### src/rtl/seg7_pkg.sv
// Shared 7-segment definitions: segment patterns ({CG..CA}, active-low), digit codes,
// scan-reader FSM states and the anode qualification helper.
package seg7_pkg;

    localparam logic [6:0] SEG_0     = 7'b1000000;
    localparam logic [6:0] SEG_1     = 7'b1111001;
    localparam logic [6:0] SEG_2     = 7'b0100100;
    localparam logic [6:0] SEG_3     = 7'b0110000;
    localparam logic [6:0] SEG_4     = 7'b0011001;
    localparam logic [6:0] SEG_5     = 7'b0010010;
    localparam logic [6:0] SEG_6     = 7'b0000010;
    localparam logic [6:0] SEG_7     = 7'b1111000;
    localparam logic [6:0] SEG_8     = 7'b0000000;
    localparam logic [6:0] SEG_9     = 7'b0010000;
    localparam logic [6:0] SEG_BLANK = 7'h7F;

    localparam logic [3:0] DIG_BLANK = 4'hF;
    localparam logic [3:0] DIG_ERR   = 4'hE;

    typedef enum logic [1:0] {
        ST_IDLE   = 2'd0,
        ST_SETTLE = 2'd1,
        ST_HOLD   = 2'd2
    } state_e;

    // Returns {valid, idx}: valid only when exactly one active-low anode is driven.
    function automatic logic [3:0] an_qualify(input logic [7:0] an);
        logic [3:0] zeros;
        logic [2:0] idx;
        zeros = 4'd0;
        idx   = 3'd0;
        for (int i = 0; i < 8; i++) begin
            if (!an[i]) begin
                zeros = zeros + 4'd1;
                idx   = 3'(i);
            end
        end
        return {(zeros == 4'd1), idx};
    endfunction

endpackage

### src/rtl/seg7_decode.sv
// Combinational 7-segment pattern decoder: {CG..CA} to BCD value with blank/error flags.
module seg7_decode
    import seg7_pkg::*;
(
    input  logic [6:0] seg,
    output logic [3:0] value,
    output logic       blank,
    output logic       err
);

    // Pattern lookup; anything not in the table is flagged as an error.
    always_comb begin
        value = DIG_ERR;
        blank = 1'b0;
        err   = 1'b0;
        case (seg)
            SEG_0:     value = 4'd0;
            SEG_1:     value = 4'd1;
            SEG_2:     value = 4'd2;
            SEG_3:     value = 4'd3;
            SEG_4:     value = 4'd4;
            SEG_5:     value = 4'd5;
            SEG_6:     value = 4'd6;
            SEG_7:     value = 4'd7;
            SEG_8:     value = 4'd8;
            SEG_9:     value = 4'd9;
            SEG_BLANK: begin
                value = DIG_BLANK;
                blank = 1'b1;
            end
            default: begin
                value = DIG_ERR;
                err   = 1'b1;
            end
        endcase
    end

endmodule

### src/rtl/seg7_scan_reader.sv
// Recovers the 8 displayed digits from an active-low 7-segment bus (static or multiplexed)
// once anodes and segments have been stable for SETTLE_CYCLES synchronized cycles.
module seg7_scan_reader
    import seg7_pkg::*;
#(
    parameter int unsigned SETTLE_CYCLES = 4
) (
    input  logic        CLK,
    input  logic        RSTN,
    input  logic        CA,
    input  logic        CB,
    input  logic        CC,
    input  logic        CD,
    input  logic        CE,
    input  logic        CF,
    input  logic        CG,
    input  logic        AN0,
    input  logic        AN1,
    input  logic        AN2,
    input  logic        AN3,
    input  logic        AN4,
    input  logic        AN5,
    input  logic        AN6,
    input  logic        AN7,
    output logic [31:0] DIGITS,
    output logic [7:0]  BLANK,
    output logic [7:0]  ERR,
    output logic        UPD,
    output logic [2:0]  UPD_IDX
);

    localparam logic [7:0] SETTLE_LIM = 8'(SETTLE_CYCLES);

    logic [14:0] pins_s;
    logic [14:0] sync1_q;
    logic [14:0] sync2_q;
    logic [6:0]  seg_s;
    logic [7:0]  an_s;
    logic [3:0]  qual_s;
    logic        an_chg_s;

    state_e      state_q, state_d;
    logic [2:0]  idx_q, idx_d;
    logic [7:0]  an_ref_q, an_ref_d;
    logic [6:0]  seg_ref_q, seg_ref_d;
    logic [7:0]  cnt_q, cnt_d;
    logic [31:0] digits_q, digits_d;
    logic [7:0]  blank_q, blank_d;
    logic [7:0]  err_q, err_d;
    logic        upd_q, upd_d;
    logic [2:0]  upd_idx_q, upd_idx_d;

    logic [3:0]  dec_value_s;
    logic        dec_blank_s;
    logic        dec_err_s;

    assign pins_s = {AN7, AN6, AN5, AN4, AN3, AN2, AN1, AN0, CG, CF, CE, CD, CC, CB, CA};
    assign seg_s  = sync2_q[6:0];
    assign an_s   = sync2_q[14:7];
    assign qual_s = an_qualify(an_s);

    seg7_decode u_decode (
        .seg   (seg_ref_q),
        .value (dec_value_s),
        .blank (dec_blank_s),
        .err   (dec_err_s)
    );

    // Two-flop synchronizer, preset to the inactive (all-high) bus level.
    always_ff @(posedge CLK or negedge RSTN) begin
        if (!RSTN) begin
            sync1_q <= 15'h7FFF;
            sync2_q <= 15'h7FFF;
        end else begin
            sync1_q <= pins_s;
            sync2_q <= sync1_q;
        end
    end

    // Next-state: IDLE is treated as "anode changed" so all states share the re-qualify path.
    always_comb begin
        state_d   = state_q;
        idx_d     = idx_q;
        an_ref_d  = an_ref_q;
        seg_ref_d = seg_ref_q;
        cnt_d     = cnt_q;
        digits_d  = digits_q;
        blank_d   = blank_q;
        err_d     = err_q;
        upd_d     = 1'b0;
        upd_idx_d = upd_idx_q;
        an_chg_s  = (state_q == ST_IDLE) || (an_s != an_ref_q);

        if (an_chg_s) begin
            if (qual_s[3]) begin
                state_d   = ST_SETTLE;
                idx_d     = qual_s[2:0];
                an_ref_d  = an_s;
                seg_ref_d = seg_s;
                cnt_d     = 8'd1;
            end else begin
                state_d = ST_IDLE;
            end
        end else if (seg_s != seg_ref_q) begin
            state_d   = ST_SETTLE;
            seg_ref_d = seg_s;
            cnt_d     = 8'd1;
        end else if (state_q == ST_SETTLE) begin
            if (cnt_q >= SETTLE_LIM) begin
                state_d                      = ST_HOLD;
                digits_d[{idx_q, 2'b00} +: 4] = dec_value_s;
                blank_d[idx_q]               = dec_blank_s;
                err_d[idx_q]                 = dec_err_s;
                upd_d                        = 1'b1;
                upd_idx_d                    = idx_q;
            end else begin
                cnt_d = cnt_q + 8'd1;
            end
        end else if (state_q == ST_HOLD) begin
            state_d = ST_HOLD;
        end else begin
            state_d = ST_IDLE;
        end
    end

    // State, capture and output registers.
    always_ff @(posedge CLK or negedge RSTN) begin
        if (!RSTN) begin
            state_q   <= ST_IDLE;
            idx_q     <= 3'd0;
            an_ref_q  <= 8'hFF;
            seg_ref_q <= 7'h7F;
            cnt_q     <= 8'd0;
            digits_q  <= 32'hFFFF_FFFF;
            blank_q   <= 8'hFF;
            err_q     <= 8'h00;
            upd_q     <= 1'b0;
            upd_idx_q <= 3'd0;
        end else begin
            state_q   <= state_d;
            idx_q     <= idx_d;
            an_ref_q  <= an_ref_d;
            seg_ref_q <= seg_ref_d;
            cnt_q     <= cnt_d;
            digits_q  <= digits_d;
            blank_q   <= blank_d;
            err_q     <= err_d;
            upd_q     <= upd_d;
            upd_idx_q <= upd_idx_d;
        end
    end

    assign DIGITS  = digits_q;
    assign BLANK   = blank_q;
    assign ERR     = err_q;
    assign UPD     = upd_q;
    assign UPD_IDX = upd_idx_q;

endmodule

### config.mk
export PLATFORM = sky130hd
export DESIGN_NAME = seg7_scan_reader
export DESIGN_NICKNAME = d
export VERILOG_FILES = /design/src/rtl/seg7_pkg.sv /design/src/rtl/seg7_decode.sv /design/src/rtl/seg7_scan_reader.sv
export SDC_FILE = /design/constraint.sdc
export NUM_CORES = 1
export LEC_CHECK = 0
export CORE_MARGIN = 10
export CORE_UTILIZATION = 45
export DETAILED_ROUTE_END_ITERATION = 10
export GPL_ROUTABILITY_DRIVEN = 0
export PLACE_DENSITY = 0.67
export SLEW_MARGIN = 20
export SYNTH_ARGS = -nofsm -noshare
export SYNTH_HDL_FRONTEND = slang
export SYNTH_SLANG_ARGS = --single-unit
### constraint.sdc
create_clock -name CLK -period 7.71 [get_ports CLK]
set_input_delay 1.542 -clock CLK [delete_from_list [all_inputs] [get_ports CLK]]
set_output_delay 1.542 -clock CLK [all_outputs]
set_load 0.01 [all_outputs]
==> results.md, run 1 <==
* Final-stage net count at 512
* Endpoint arrival time on the critical path at 5.69 ns
* RSZ-0062 raised after global routing: no
* CP Max Fanout at 12
* Seq/Total Area, Yosys at 55.39%
* Asr flop ratio synth at 100.0%
* Post-CTS Setup Bufs at 0
* Overflow after GRT at 0
* DIE AREA at 0.01615 mm2
* DRC Markers at 0
* Vias in the first global route at 3535
* Dpl hpwl at 7.836 mm
* Post-synth top area share at 43.27%
* Critical Path Sink Type: flop
* Slew Viols, Final at 0
* DR WL/cell at 17.20 um
* # clock sinks at 110
* Synth Area in Simple Gates at 12.56%
* Synth cell count leaders: dfstp_2 (85), mux2_2 (43), nor2_1 (34)
* Clock latency at the later pin of the worst-skew pair at 0.35 ns
* Measured slew at the worst slew-check pin at 0.9367 ns
* TNS Setup at 0 ns
* Max VDD drop at 231.4 uV
* CP max-delay cell: dfstp_2
* Core area at 0.01132 mm2
* Pwr/cell area at 272.9 mW/mm2
* Synth Area in XOR/XNOR at 5.212%
* Status: complete, no violations
* Syn nets at 447
* Largest net degree at the start of global routing at 65
* Syn Inst Count at 414
* Max Clk Rate at 184.9 MHz
* Top area cells in the synthesized netlist: dfstp_2 (43%), dfrtp_1 (12%), mux2_2 (9.4%), ha_1 (3.9%), mux2_4 (2.6%)
* Hold-fix buffers, CTS at 0
* DR iter-0 viols at 145
* DR vias at 3234
* Chip Width at 127.1 um
* Final hold vios at 0
* Post-synth EDFFs at 0
* First-pass DRT Iterations at 4
* Mux cell area share after synthesis at 14.33%
* Num CTS Buffers at 9
* Max_cap viols at 0
* Part of the cycle the worst path needs at 70.15%
* Synth warn at 0
* LEAKAGE at 2.616 nW
* Required @ worst endpoint at 7.99 ns
* Post-CTS Resized at 0
* Min-delay worst type: flop to flop
* Most frequent cell on the critical path: ha_1
* CP peak stage delay at 0.56 ns
* Clk slew on worst S/H paths at 0.07 ns
* Io pins at 69
* Diodes inserted at 0
* FILL cells at 956
* Flops & latches, synth at 110
* Avg Vias per Cell at 5.158
* Die Ht at 127.1 um
* Routed WL at 10.78 mm
* Top_reg_cell synth: dfstp_2
* Placed Cells at 611
* Row cnt at 39
* Tmin final at 5.409 ns
* Slew Limit Headroom at 37.32%
* Post-Syn Area per Cell at 12.47 um2
* Top-count cell post-synth: dfstp_2
* CTS root buf: clkbuf_16
* WS Path Type: flop to flop
* Synth unique cells at 57
* Fin Clk Skew at 0.01285 ns
* Largest family of logic cells by synthesized area: multiplexers
* Htree depth at 3
* Synth Area in Adders at 3.879%
* Share of layout cells above drive strength 1 at 34.09%
* First-pass GRT wire length at 18.17 mm
* Synth Cell Area at 0.005161 mm2
* Worst Setup Start Kind: flop
* Non-Filler Instances at 627
* Endpoints failing setup at 0
* Hold Slack at 0.3551 ns
* CTS tree: yes
* Area fraction in compound gates after synthesis at 6.012%
* Leading area contributor after synthesis: dfstp_2
* CP bufs+invs at 1
* GRT Util Overall at 13.82%
* Largest buffer count on any clock path at 2
* Worst path top cell family by delay: adder cells
* Synth-to-layout area growth at 21.96%
* Post-route ant nets at 0
* Initial antenna violation count at 0
* Effective utilization at floorplan at 45.59%
* CP Cell Sequence: inv_1, ha_1, xnor2_1, ha_1, nor2_1, a31oi_1, ha_1, nand2b_1, nand2b_1, ha_1, o22a_1, ha_1, mux2_2, ha_1, o31a_1, o21a_1, nor4_2, nand2_1, mux2_1
* I/O Buffers at 68
[layer usage]
layer	vias to the layer above	wire [um]	GRT usage, %
li1	1571	-	-
met1	1596	4926	17.05
met2	59	5207	22.27
met3	8	520	4.301
met4	0	130	5.090
met5	-	0	0
[worst register-to-register path: cells and delay by family (launching register included)]
family                     cells  cell delay [ns]
AOI/OAI and AO/OA              4             0.75
adders and majority gates      6             1.87
DFF                            1             0.56
muxes                          2             0.73
and+or+nand+nor                5             1.20
xor gates and xnor gates       1             0.17
buffers and inverters          1             0.06
[state kept, by name, summed over array words and instances (netlist names)]
signal / flops
BLANK: 8
DIGITS: 32
ERR: 8
UPD: 1
UPD_IDX: 3
an_ref_q: 8
cnt_q: 8
idx_q: 3
seg_ref_q: 7
state_q: 2
sync1_q: 15
sync2_q: 15
[cell type report]
type	instances	area (um2)	area share (%)
Clock buffer	9	225.2	3.578
Clock inverter	7	113.9	1.809
Inverter	14	52.55	0.8348
Multi-Input combinational cell	274	2172	34.51
Sequential cell	110	2859	45.42
Tap cell	143	178.9	2.842
Timing Repair Buffer	70	693.2	11.01
[report_power, final]
group | total, mW | switching, mW | leakage, nW | internal, mW
clock network | 0.514 | 0.221 | 0.165 | 0.293
registers | 0.764 | 0.0890 | 1.22 | 0.675
logic | 0.440 | 0.235 | 1.23 | 0.205
total | 1.72 | 0.546 | 2.62 | 1.17
[final timing paths]
kind                          endpoint        start  cells past startpoint  slack (ns)
max                        an_ref_q[1]   sync2_q[8]                     19        2.30
max in group asynchronous       ERR[5]         RSTN                      2        5.35
min reg2reg                sync2_q[14]  sync1_q[14]                      0        0.36
min in group asynchronous     cnt_q[1]         RSTN                      1        1.19
max reg2reg                an_ref_q[1]   sync2_q[8]                     19        2.30
min                        sync2_q[14]  sync1_q[14]                      0        0.36
[per-stage QoR]
step / worst slack, ns / util [%] / cell area, um2 / power [mW]
5_1_grt: 1.853 / 55.60 / 6295 / 1.821
3_3_place_gp: 2.474 / 52.56 / 5951 / 1.186
2_1_floorplan: 2.934 / - / 5161 / 1.104
6_report: 2.301 / 55.60 / 6295 / 1.718
4_1_cts: 2.277 / 55.56 / 6290 / 1.736
3_5_place_dp: 2.275 / 52.56 / 5951 / 1.208
[cell families after synthesis]
| family | count (synthesis) |
|---|---|
| XOR/XNOR | 28 |
| multiplexers | 62 |
| buffers and inverters | 30 |
| AO/OA/AOI/OAI | 43 |
| adder cells (fa/ha/maj) | 16 |
| flip-flops | 110 |
| AND/OR/NAND/NOR | 125 |
[cell usage in the layout (no fill, tap or decap), types with 5 or more instances in the layout]
cell	instances
xnor2_1	13
nand2_1	27
dfstp_2	85
dfrtp_1	25
nand3_1	7
nand4_1	9
ha_1	16
nor3_1	10
mux2_1	6
mux2_2	43
clkbuf_16	9
nor2b_1	5
o21ai_0	11
nor2_1	34
clkdlybuf4s50_1	67
xor2_1	13
mux2_4	9
a21oi_1	8
inv_1	14
No activity file was read; power rests on OpenSTA's default activity.
==> inputs of run 2 (changes only) <==
--- a/config.mk
+++ b/config.mk
@@ -9,7 +9,7 @@
 export CORE_UTILIZATION = 45
 export DETAILED_ROUTE_END_ITERATION = 10
 export GPL_ROUTABILITY_DRIVEN = 0
-export PLACE_DENSITY = 0.67
+export PLACE_DENSITY = 0.7
 export SLEW_MARGIN = 20
 export SYNTH_ARGS = -nofsm -noshare
 export SYNTH_HDL_FRONTEND = slang
==> constraint.sdc (replaced) <==
create_clock -name CLK -period 4.6 [get_ports CLK]
set_input_delay 0.92 -clock CLK [delete_from_list [all_inputs] [get_ports CLK]]
set_output_delay 0.92 -clock CLK [all_outputs]
set_load 0.01 [all_outputs]
==> run 2 against run 1 <==
Sequential share of layout area decreased by 2.1 points. Hold slack improved by 0.0023 ns. Die area unchanged. Flip-flop and latch count unchanged. Largest power group unchanged. Combinational power increased by 120%. Global-route usage decreased by 0.14 points. Design area increased by 4.8%. First-iteration DRC count increased by 41%. Register-to-register slack got worse by 2.3 ns. Via count increased by 6.0%. Routed wire length increased by 1.8%.
==> results.md, run 2 (synthesis results as in run 1) <==
* Hold-fix buffers, CTS at 0 (unchanged)
* Vias in the first global route at 3552 (+0.48%)
* Overflow after GRT at 0 (unchanged)
* GRT Util Overall at 13.68% (-0.14 points)
* Max Clk Rate at 218.5 MHz (+18%)
* Share of layout cells above drive strength 1 at 41.10% (+7.0 points)
* # clock sinks at 110 (unchanged)
* Pwr/cell area at 454.2 mW/mm2 (+66%)
* LEAKAGE at 2.790 nW (+6.6%)
* CP max-delay cell: dfstp_2
* Part of the cycle the worst path needs at 99.48% (+29 points)
* CP Max Fanout at 10 (-2)
* Diodes inserted at 0 (unchanged)
* CTS tree: yes
* Largest net degree at the start of global routing at 82 (+26%)
* DR WL/cell at 16.79 um (-2.4%)
* Synth-to-layout area growth at 27.76%
* Measured slew at the worst slew-check pin at 0.9509 ns (+0.01424 ns)
* DRC Markers at 0 (unchanged)
* Final setup margin at 0.02384 ns (-2.277 ns)
* Worst Setup Start Kind: flop
* Chip Width at 127.1 um (unchanged)
* First-pass DRT Iterations at 4 (unchanged)
* Post-route total power at 2.995 mW (+74%)
* WS Path Type: flop to flop
* Max VDD drop at 347.9 uV (+50%)
* First-pass GRT wire length at 18.06 mm (-0.61%)
* Critical Path Sink Type: flop
* Status: complete, no violations
* DR iter-0 viols at 204 (+41%)
* CP peak stage delay at 0.55 ns (about the same)
* Die Ht at 127.1 um (unchanged)
* RSZ-0062 raised after global routing: yes
* Fin Clk Skew at 0.01103 ns (-0.001824 ns)
* Effective utilization at floorplan at 45.59% (unchanged)
* Endpoints failing setup at 0 (unchanged)
* Max reg flops at 32 (unchanged)
* Endpoint arrival time on the critical path at 4.86 ns (-0.83 ns)
* Final-stage net count at 539 (+5.3%)
* Io pins at 69 (unchanged)
* Slew Limit Headroom at 36.60% (-0.72 points)
* Required @ worst endpoint at 4.89 ns (-3.10 ns)
* Post-layout util at 58.24% (+2.6 points)
* Avg Vias per Cell at 5.242 (+1.6%)
* Core area at 0.01132 mm2 (unchanged)
* CTS root buf: clkbuf_16
* Clock latency at the later pin of the worst-skew pair at 0.36 ns (about the same)
* Slew Viols, Final at 0 (unchanged)
* Min-delay worst type: flop to flop
* Leading cell types in the layout, fill and taps excluded: dfstp_2 (85), clkdlybuf4s50_1 (67), mux2_2 (42), nor2_1 (34), nand2_1 (26)
* TNS Setup at 0 ns (unchanged)
* Num CTS Buffers at 9 (unchanged)
* DIE AREA at 0.01615 mm2 (unchanged)
* Dpl hpwl at 7.743 mm (-1.2%)
* Htree depth at 3 (unchanged)
* Max_cap viols at 0 (unchanged)
* Most frequent cell on the critical path: ha_4
* Row cnt at 39 (unchanged)
* Tmin final at 4.576 ns (-0.8327 ns)
* Largest buffer count on any clock path at 2 (unchanged)
* Post-route ant nets at 0 (unchanged)
* Commonest non-fill, non-tap cell in the layout: dfstp_2
* DR vias at 3428 (+6.0%)
* Pre-CTS worst setup slack at -0.2455 ns (-2.521 ns)
* CP Cell Sequence: inv_2, ha_4, xnor2_2, ha_1, nor2_1, a31oi_1, ha_1, nand2b_1, nand2b_1, ha_4, o22a_1, ha_4, mux2_4, ha_4, nor2b_4, xnor2_2, xnor2_2, nor4_4, buf_4, a22oi_2, buf_12, mux2_1
* FILL cells at 945 (-1.2%)
* Final hold vios at 0 (unchanged)
* Clk slew on worst S/H paths at 0.07 ns (about the same)
* Routed WL at 10.98 mm (+1.8%)
* Hold Slack at 0.3574 ns (+0.002349 ns)
* I/O Buffers at 68 (unchanged)
* Initial antenna violation count at 0 (unchanged)
==> run 2: layer usage <==
layer / track usage, % / routed length [um] / up-vias / share of wire [%]
met1: 16.73 / 4773 / 1714 / 43
met4: 4.354 / 167 / 0 / 1.5
met2: 22.05 / 5417 / 73 / 49
met5: 0 / 0 / - / 0
met3: 4.921 / 621 / 15 / 5.7
li1: - / - / 1626 / -
==> run 2: critical path, delay by kind of cell (launching register included) <==
family | cells | cell delay, ns
simple gates | 5 | 0.66
compound gates | 3 | 0.47
fa+ha+maj | 6 | 1.43
flops | 1 | 0.55
xor+xnor | 3 | 0.41
mux | 2 | 0.58
buf+inv | 3 | 0.38
==> run 2: per-stage QoR <==
| step | std cells | cell area [um2] |
|---|---|---|
| 2_1_floorplan | 414 | 5195 |
| 3_3_place_gp | 630 | 6127 |
| 3_5_place_dp | 630 | 6127 |
| 4_1_cts | 652 | 6482 |
| 5_1_grt | 654 | 6594 |
| 6_report | 654 | 6594 |
==> run 2: cell type report <==
cell class	count	area, um2	area share, %
clock buffers	10	239.0	3.624
clock inverters	6	41.29	0.6262
inverters	14	52.55	0.7970
multi-input cells	274	2296	34.82
flip-flops and latches	110	2859	43.36
well taps	143	178.9	2.713
repair buffers	97	927.1	14.06
==> run 2: worst paths after layout <==
kind                        startpoint      endpoint  slack (ns)  depth (start not counted)
max                         sync2_q[7]  seg_ref_q[3]        0.02                         22
min                        sync1_q[13]   sync2_q[13]        0.36                          0
max reg2reg                 sync2_q[7]  seg_ref_q[3]        0.02                         22
min reg2reg                sync1_q[13]   sync2_q[13]        0.36                          0
max in group asynchronous         RSTN     DIGITS[0]        2.90                          2
min in group asynchronous         RSTN        ERR[4]        0.73                          1
==> run 2: where the power goes <==
group	switching, mW	internal (mW)	total [mW]
logic	0.456	0.520	0.977
registers	0.149	1.13	1.28
clock network	0.353	0.385	0.739
==> run 2: timing repair <==
action / in CTS / in global routing
setup endpoints to repair: 25 / 27
pin swaps: 3 / 2
buffers inserted: 6 / 4
gates resized for setup: 5 / 18
==> inputs of run 3 (changes only) <==
==> constraint.sdc (replaced) <==
create_clock -name CLK -period 4.6 [get_ports CLK]
set_input_delay 0.92 -clock CLK [delete_from_list [all_inputs] [get_ports CLK]]
set_output_delay 0.92 -clock CLK [all_outputs]
set_load 0.02 [all_outputs]
==> results of run 3 <==
Final layout, timing and power as in run 2 (identical DEF).
